[config.mk]
export PLATFORM = sky130hd
export DESIGN_NAME = dispatch_spec_tracker_flat
export DESIGN_NICKNAME = d
export VERILOG_FILES = /design/src/rtl/dispatch_spec_tracker_pkg.sv /design/src/rtl/dispatch_spec_tracker_if.sv /design/src/rtl/dispatch_spec_tracker_flush_timer.sv /design/src/rtl/dispatch_spec_tracker.sv /design/src/flat_wrapper.sv
export SDC_FILE = /design/constraint.sdc
export NUM_CORES = 1
export LEC_CHECK = 0
export BUFFER_PORTS_ARGS = -buffer_cell sky130_fd_sc_hd__buf_4
export CAP_MARGIN = 20
export CORE_MARGIN = 3
export CORE_UTILIZATION = 35
export DETAILED_ROUTE_END_ITERATION = 10
export GPL_TIMING_DRIVEN = 0
export PLACE_DENSITY = 0.6
export SYNTH_ARGS = -nofsm -noshare
export SYNTH_HDL_FRONTEND = slang
export SYNTH_SLANG_ARGS = --single-unit
[constraint.sdc]
create_clock -name clk -period 2.5 [get_ports clk]
set_input_delay 0.25 -clock clk [delete_from_list [all_inputs] [get_ports clk]]
set_output_delay 0.25 -clock clk [all_outputs]
set_load 0.02 [all_outputs]
[src/rtl/dispatch_spec_tracker_pkg.sv]
// Shared types for the dispatch speculation tracker:
// FSM state encoding and counter-width helper.
package dispatch_pkg;

    typedef enum logic [1:0] {
        RUN       = 2'd0,
        BR_FULL   = 2'd1,
        JALR_WAIT = 2'd2,
        FLUSH     = 2'd3
    } disp_state_e;

    // Width of a down-counter that must hold values 0..n-1.
    function automatic int cnt_w(input int n);
        return (n <= 2) ? 1 : $clog2(n);
    endfunction

endpackage

[src/rtl/dispatch_spec_tracker_if.sv]
// Dispatch-head control bundle between the dispatch stage
// and the speculation tracker.
interface dispatch_spec_tracker_if #(
    parameter int MAX_BR = 4
);
    logic                          branch;
    logic                          jalr;
    logic                          branch_solved;
    logic                          jalr_solved;
    logic                          flush;
    logic                          ifq_empty;
    logic                          nstall;
    logic [$clog2(MAX_BR+1)-1:0]   br_cnt;
    logic [1:0]                    state_o;
    logic                          err;
`ifdef DISPATCH_STALL_STATS_EN
    logic [15:0]                   stall_cycles;

    modport master (
        output branch, jalr, branch_solved, jalr_solved,
        output flush, ifq_empty,
        input  nstall, br_cnt, state_o, err, stall_cycles
    );

    modport slave (
        input  branch, jalr, branch_solved, jalr_solved,
        input  flush, ifq_empty,
        output nstall, br_cnt, state_o, err, stall_cycles
    );
`else
    modport master (
        output branch, jalr, branch_solved, jalr_solved,
        output flush, ifq_empty,
        input  nstall, br_cnt, state_o, err
    );

    modport slave (
        input  branch, jalr, branch_solved, jalr_solved,
        input  flush, ifq_empty,
        output nstall, br_cnt, state_o, err
    );
`endif
endinterface

[src/rtl/dispatch_spec_tracker_flush_timer.sv]
// Post-flush hold countdown: load on flush, count down while
// flushing, done when the count reads zero.
module flush_timer #(
    parameter int W = 1
) (
    input  logic         clk,
    input  logic         rst_n,
    input  logic         load,
    input  logic [W-1:0] load_val,
    input  logic         dec,
    output logic         done
);

    logic [W-1:0] cnt_q;

    always_ff @(posedge clk or negedge rst_n) begin
        if (!rst_n) begin
            cnt_q <= '0;
        end else if (load) begin
            cnt_q <= load_val;
        end else if (dec && (cnt_q != '0)) begin
            cnt_q <= cnt_q - W'(1);
        end
    end

    assign done = (cnt_q == '0);

endmodule

[src/rtl/dispatch_spec_tracker.sv]
// Tracks speculatively dispatched branches/JALR and gates dispatch.
// DISPATCH_STALL_STATS_EN adds a saturating stall_cycles counter.
module dispatch_spec_tracker
    import dispatch_pkg::*;
#(
    parameter int MAX_BR       = 4,
    parameter int FLUSH_CYCLES = 2
) (
    input  logic                    clk,
    input  logic                    rst_n,
    dispatch_spec_tracker_if.slave  bus
);

    localparam int CW = $clog2(MAX_BR + 1);
    localparam int FW = cnt_w(FLUSH_CYCLES);
    localparam logic [CW-1:0] MAX_C = CW'(MAX_BR);
    localparam logic [FW-1:0] FLOAD = FW'(FLUSH_CYCLES - 1);

    disp_state_e   state_q;
    disp_state_e   state_d;
    logic [CW-1:0] br_cnt_q;
    logic [CW-1:0] br_cnt_d;
    logic          err_q;
    logic          err_d;
    logic          nstall;
    logic          br_disp;
    logic          jalr_disp;
    logic          br_inc;
    logic          br_dec;
    logic          fl_load;
    logic          fl_dec;
    logic          fl_done;
`ifdef DISPATCH_STALL_STATS_EN
    logic [15:0]   stall_q;
    logic [15:0]   stall_d;
`endif

    flush_timer #(.W(FW)) u_flush_timer (
        .clk      (clk),
        .rst_n    (rst_n),
        .load     (fl_load),
        .load_val (FLOAD),
        .dec      (fl_dec),
        .done     (fl_done)
    );

    always_comb begin
        state_d   = state_q;
        br_cnt_d  = br_cnt_q;
        err_d     = err_q;
        nstall    = (state_q == RUN) && !bus.ifq_empty;
        br_disp   = bus.branch && nstall;
        jalr_disp = bus.jalr && nstall && !bus.branch;
        fl_load   = bus.flush;
        fl_dec    = (state_q == FLUSH);
        br_inc    = br_disp && (br_cnt_q != MAX_C);
        br_dec    = bus.branch_solved && (br_cnt_q != '0)
                    && (state_q != FLUSH);
`ifdef DISPATCH_STALL_STATS_EN
        stall_d   = stall_q;
        if (!nstall && !bus.ifq_empty && (stall_q != 16'hFFFF))
            stall_d = stall_q + 16'd1;
`endif

        if (bus.branch_solved && (br_cnt_q == '0) && (state_q != FLUSH))
            err_d = 1'b1;
        if (bus.jalr_solved && (state_q != JALR_WAIT)
            && (state_q != FLUSH))
            err_d = 1'b1;
        if (bus.branch && bus.jalr && nstall)
            err_d = 1'b1;

        if (br_inc && !br_dec)
            br_cnt_d = br_cnt_q + CW'(1);
        else if (!br_inc && br_dec)
            br_cnt_d = br_cnt_q - CW'(1);

        // Flush overrides every other input, including solves.
        if (bus.flush) begin
            state_d  = FLUSH;
            br_cnt_d = '0;
        end else begin
            unique case (state_q)
                RUN: begin
                    if (jalr_disp)
                        state_d = JALR_WAIT;
                    else if (br_cnt_d == MAX_C)
                        state_d = BR_FULL;
                end
                BR_FULL: begin
                    if (br_cnt_d < MAX_C)
                        state_d = RUN;
                end
                JALR_WAIT: begin
                    if (bus.jalr_solved)
                        state_d = RUN;
                end
                FLUSH: begin
                    if (fl_done)
                        state_d = RUN;
                end
                default: state_d = RUN;
            endcase
        end
    end

    always_ff @(posedge clk or negedge rst_n) begin
        if (!rst_n) begin
            state_q  <= RUN;
            br_cnt_q <= '0;
            err_q    <= 1'b0;
`ifdef DISPATCH_STALL_STATS_EN
            stall_q  <= '0;
`endif
        end else begin
            state_q  <= state_d;
            br_cnt_q <= br_cnt_d;
            err_q    <= err_d;
`ifdef DISPATCH_STALL_STATS_EN
            stall_q  <= stall_d;
`endif
        end
    end

    assign bus.nstall  = nstall;
    assign bus.br_cnt  = br_cnt_q;
    assign bus.state_o = state_q;
    assign bus.err     = err_q;
`ifdef DISPATCH_STALL_STATS_EN
    assign bus.stall_cycles = stall_q;
`endif

endmodule

[src/flat_wrapper.sv]
// flat-port wrapper written by rule: the top's interface ports become plain ports
module dispatch_spec_tracker_flat import dispatch_pkg::*;
#(
    parameter int MAX_BR       = 4,
    parameter int FLUSH_CYCLES = 2
)
  (clk, rst_n, bus_branch, bus_jalr, bus_branch_solved, bus_jalr_solved, bus_flush, bus_ifq_empty, bus_nstall, bus_br_cnt, bus_state_o, bus_err);
  dispatch_spec_tracker_if #(.MAX_BR(MAX_BR)) bus_i ();
  input  logic clk;
  input  logic rst_n;
  input wire logic [$bits(bus_i.branch)-1:0] bus_branch;
  input wire logic [$bits(bus_i.jalr)-1:0] bus_jalr;
  input wire logic [$bits(bus_i.branch_solved)-1:0] bus_branch_solved;
  input wire logic [$bits(bus_i.jalr_solved)-1:0] bus_jalr_solved;
  input wire logic [$bits(bus_i.flush)-1:0] bus_flush;
  input wire logic [$bits(bus_i.ifq_empty)-1:0] bus_ifq_empty;
  output wire logic [$bits(bus_i.nstall)-1:0] bus_nstall;
  output wire logic [$bits(bus_i.br_cnt)-1:0] bus_br_cnt;
  output wire logic [$bits(bus_i.state_o)-1:0] bus_state_o;
  output wire logic [$bits(bus_i.err)-1:0] bus_err;
  assign bus_i.branch = bus_branch;
  assign bus_i.jalr = bus_jalr;
  assign bus_i.branch_solved = bus_branch_solved;
  assign bus_i.jalr_solved = bus_jalr_solved;
  assign bus_i.flush = bus_flush;
  assign bus_i.ifq_empty = bus_ifq_empty;
  assign bus_nstall = bus_i.nstall;
  assign bus_br_cnt = bus_i.br_cnt;
  assign bus_state_o = bus_i.state_o;
  assign bus_err = bus_i.err;
  dispatch_spec_tracker #(.MAX_BR(MAX_BR), .FLUSH_CYCLES(FLUSH_CYCLES)) u_core (.clk(clk), .rst_n(rst_n), .bus(bus_i));
endmodule
==> flow_summary.ini <==
[critical_path]
cp.required_ps = 2660
startpoint_type = register
cp_cell_sequence = buf_6 -> or4b_1 -> buf_2 -> or3_1 -> o22ai_1 -> a211oi_1 -> a211oi_2
worstPathArrival_ps = 2230
cp_max_fo = 10
crit_type = reg2reg
cp_slowest_cell = or4b_1
critPathMaxStageDelay_ps = 510
endpoint_kind = register

[synthesis]
synth_top_area_share_pct = 31.7
synth-main-ff-cell = dfrtp_1
synth_edf_count = 0
syn_inst = 65
synth_seq_cells = 7
yosysTopAreaCell = dfrtp_1
synth.area.top_cells = dfrtp_1 32%, ha_1 6.8%, nor4b_1 4.8%
synth.net_count = 76
ys_types = 31
synthTopCellsByCount = 7 x dfrtp_1, 6 x nand2_1, 6 x nor2_1
ys_warn_count = 0
post-synth-top-count-cell = dfrtp_1
yosysSeqAreaShare_pct = 31.7
synth_area_um2 = 552
synth_area_per_cell_um2 = 8.49
async_flop_share_pct = 100

[placed_design]
placed_area_um2 = 676
place.gp.congestion = 0.809
port_buffers = 14
hpwl_um = 956
place_ws_ps = 419

[timing]
maxSlewHeadroom_pct = 58.2
layout_setup_ws_ps = 434
fin_crit_ps = 2070
post-route-period-util_pct = 82.7
slew_violations = 0
finalSetupViolations = 0
finalHoldViolCount = 0
rsz0062_at_grt = false
fin_setup_tns_ps = 0
max_freq_mhz = 484
worstMarginPinSlew_ps = 618
finClkSkew_ps = 5.86

[routing]
firstDrtPassIters = 4
avgRoutedWirePerCell_um = 11.6
drc_errors = 0
routed-via-count = 517
wl_met2_um = 530
drtAntennaViolNets = 0
drtIter0Drc = 6
wl_met1_um = 567
wl_um = 1150
met3_wirelength_um = 54
vias_per_cell = 5.22
highest_layer = met3

[finish]
multi_input_area_um2 = 345
fillerInstances = 140
area_growth_pct = 29.0
n_antenna_cell = 0
nNetsFinal = 96
drive_gt1_share_pct = 23.8
fin_area_um2 = 712
register_area_um2 = 175

[power_and_ir_drop]
vdd_ir_drop_max_mv = 0.476
clkPwrFrac_pct = 13.5
pwr_density_cell_nw_per_um2 = 1030
power.switching_w = 0.000326
p_comb_share_pct = 61.5
p_int_w = 0.000408
power_frac_seq_pct = 24.9
p_leak_nw = 0.294
switching_share_pct = 44.4

[global_route]
grt-ovfl-total = 0
antenna_found_initial = 0
grt_pass1_wl_um = 1970
grt_max_degree = 11
grt_pass1_vias = 478
grt_usage_pct = 12.8

[cts]
clkTransAtPathRegs_ps = 50
cts_tree = built
cts_max_level = 1
clock_sinks = 7
post_cts_buffers = 0
ctsHoldBuffers = 1
cts.path.max_buffers = 2
cts_resized = 0
clk_latency_ps = 250
cts_inserted_buffers = 3
cts_root_buf = clkbuf_4

[floorplan]
ios = 15
dieHeight_um = 45.7
die_area_um2 = 2090
design.core.area_um2 = 1380
start_util_pct = 39.9
chipWidth_um = 45.7
num_rows = 13

[job]
maxCapViolCount = 0

[run_status]
status = finished clean

[worst_hold_path]
min_path_type = in2reg
==> registers in the layout, indices dropped and copies added, names as in the netlist <==
register / cells
u_core.bus.br_cnt: 3
u_core.bus.err: 1
u_core.bus.state_o: 2
u_core.u_flush_timer.cnt_q: 1
==> final timing paths <==
kind / slack, ps / startpoint / depth (start not counted) / endpoint
min in group asynchronous: 350 / rst_n / 2 / u_core.bus.br_cnt[2]
hold reg to reg: 470 / u_core.u_flush_timer.cnt_q / 1 / u_core.u_flush_timer.cnt_q
setup reg to reg: 430 / u_core.bus.state_o[1] / 7 / u_core.bus.state_o[0]
setup / recovery: 430 / u_core.bus.state_o[1] / 7 / u_core.bus.state_o[0]
max in group asynchronous: 2020 / rst_n / 2 / u_core.bus.br_cnt[1]
hold / removal: 200 / bus_flush / 2 / u_core.bus.br_cnt[2]
==> cell usage in the layout, fill, tap and decap left out, drive strengths merged, types with 2 or more instances in the layout <==
cell type and instances:
buf 16, ha 3, nand2b 3, mux2i 2
nor2 6, dfrtp 7, inv 3, nand2 6
clkbuf 5, o21ai 2, a211oi 4, nor4b 3
and2 2, a21oi 5, nor2b 2
==> critical path: cells and delay by family, from the launching register on <==
family,cells,cell delay (ps)
flops,1,380
simple gates,2,850
buf+inv,2,310
compound gates,3,450
==> power groups by stage <==
stage / combinational [W] / clock, W / sequential (W)
2_1_floorplan: 0.000294 / 0 / 0.000220
3_3_place_gp: 0.000455 / 0 / 0.000186
3_5_place_dp: 0.000452 / 0 / 0.000187
4_1_cts: 0.000456 / 0.000104 / 0.000185
5_1_grt: 0.000510 / 0.000114 / 0.000192
6_report: 0.000452 / 0.0000994 / 0.000183
==> area by class of cell <==
class / count / area share, %
multi-input cells: 52 / 48.5
flip-flops and latches: 7 / 24.6
repair buffers: 15 / 16.2
clock buffers: 4 / 3.69
plain buffers: 3 / 2.81
well taps: 15 / 2.64
inverters: 3 / 1.58
==> cells by family (layout without fill, tap and decap cells) <==
logic type / Yosys count / after routing / share of synthesized area, %
AO/OA/AOI/OAI: 17 / 17 / 20.6
XOR/XNOR: 1 / 1 / 1.59
adder cells (fa/ha/maj): 3 / 3 / 6.80
buffers and inverters: 6 / 25 / 5.67
flip-flops: 7 / 7 / 31.7
multiplexers: 2 / 2 / 3.63
AND/OR/NAND/NOR: 29 / 29 / 29.9
==> per-layer routing <==
| metal | global-route usage, % | up-vias |
|---|---|---|
| met5 | 0 | - |
| met4 | 3.98 | 0 |
| met3 | 3.56 | 0 |
| met2 | 19.2 | 9 |
| met1 | 17.7 | 236 |
| li1 | - | 272 |
==> metrics by stage <==
| step | cells | utilization, % | hold slack (ps) | total power [W] |
|---|---|---|---|---|
| after floorplan | 65 | - | -45.6 | 0.000514 |
| after global placement | 94 | 48.9 | 66.3 | 0.000641 |
| after detailed placement | 94 | 48.9 | 69.1 | 0.000639 |
| after CTS | 99 | 51.5 | 197 | 0.000745 |
| after global routing | 99 | 51.5 | 211 | 0.000816 |
| final | 99 | 51.5 | 205 | 0.000734 |
(Power assumes the default switching activity.)
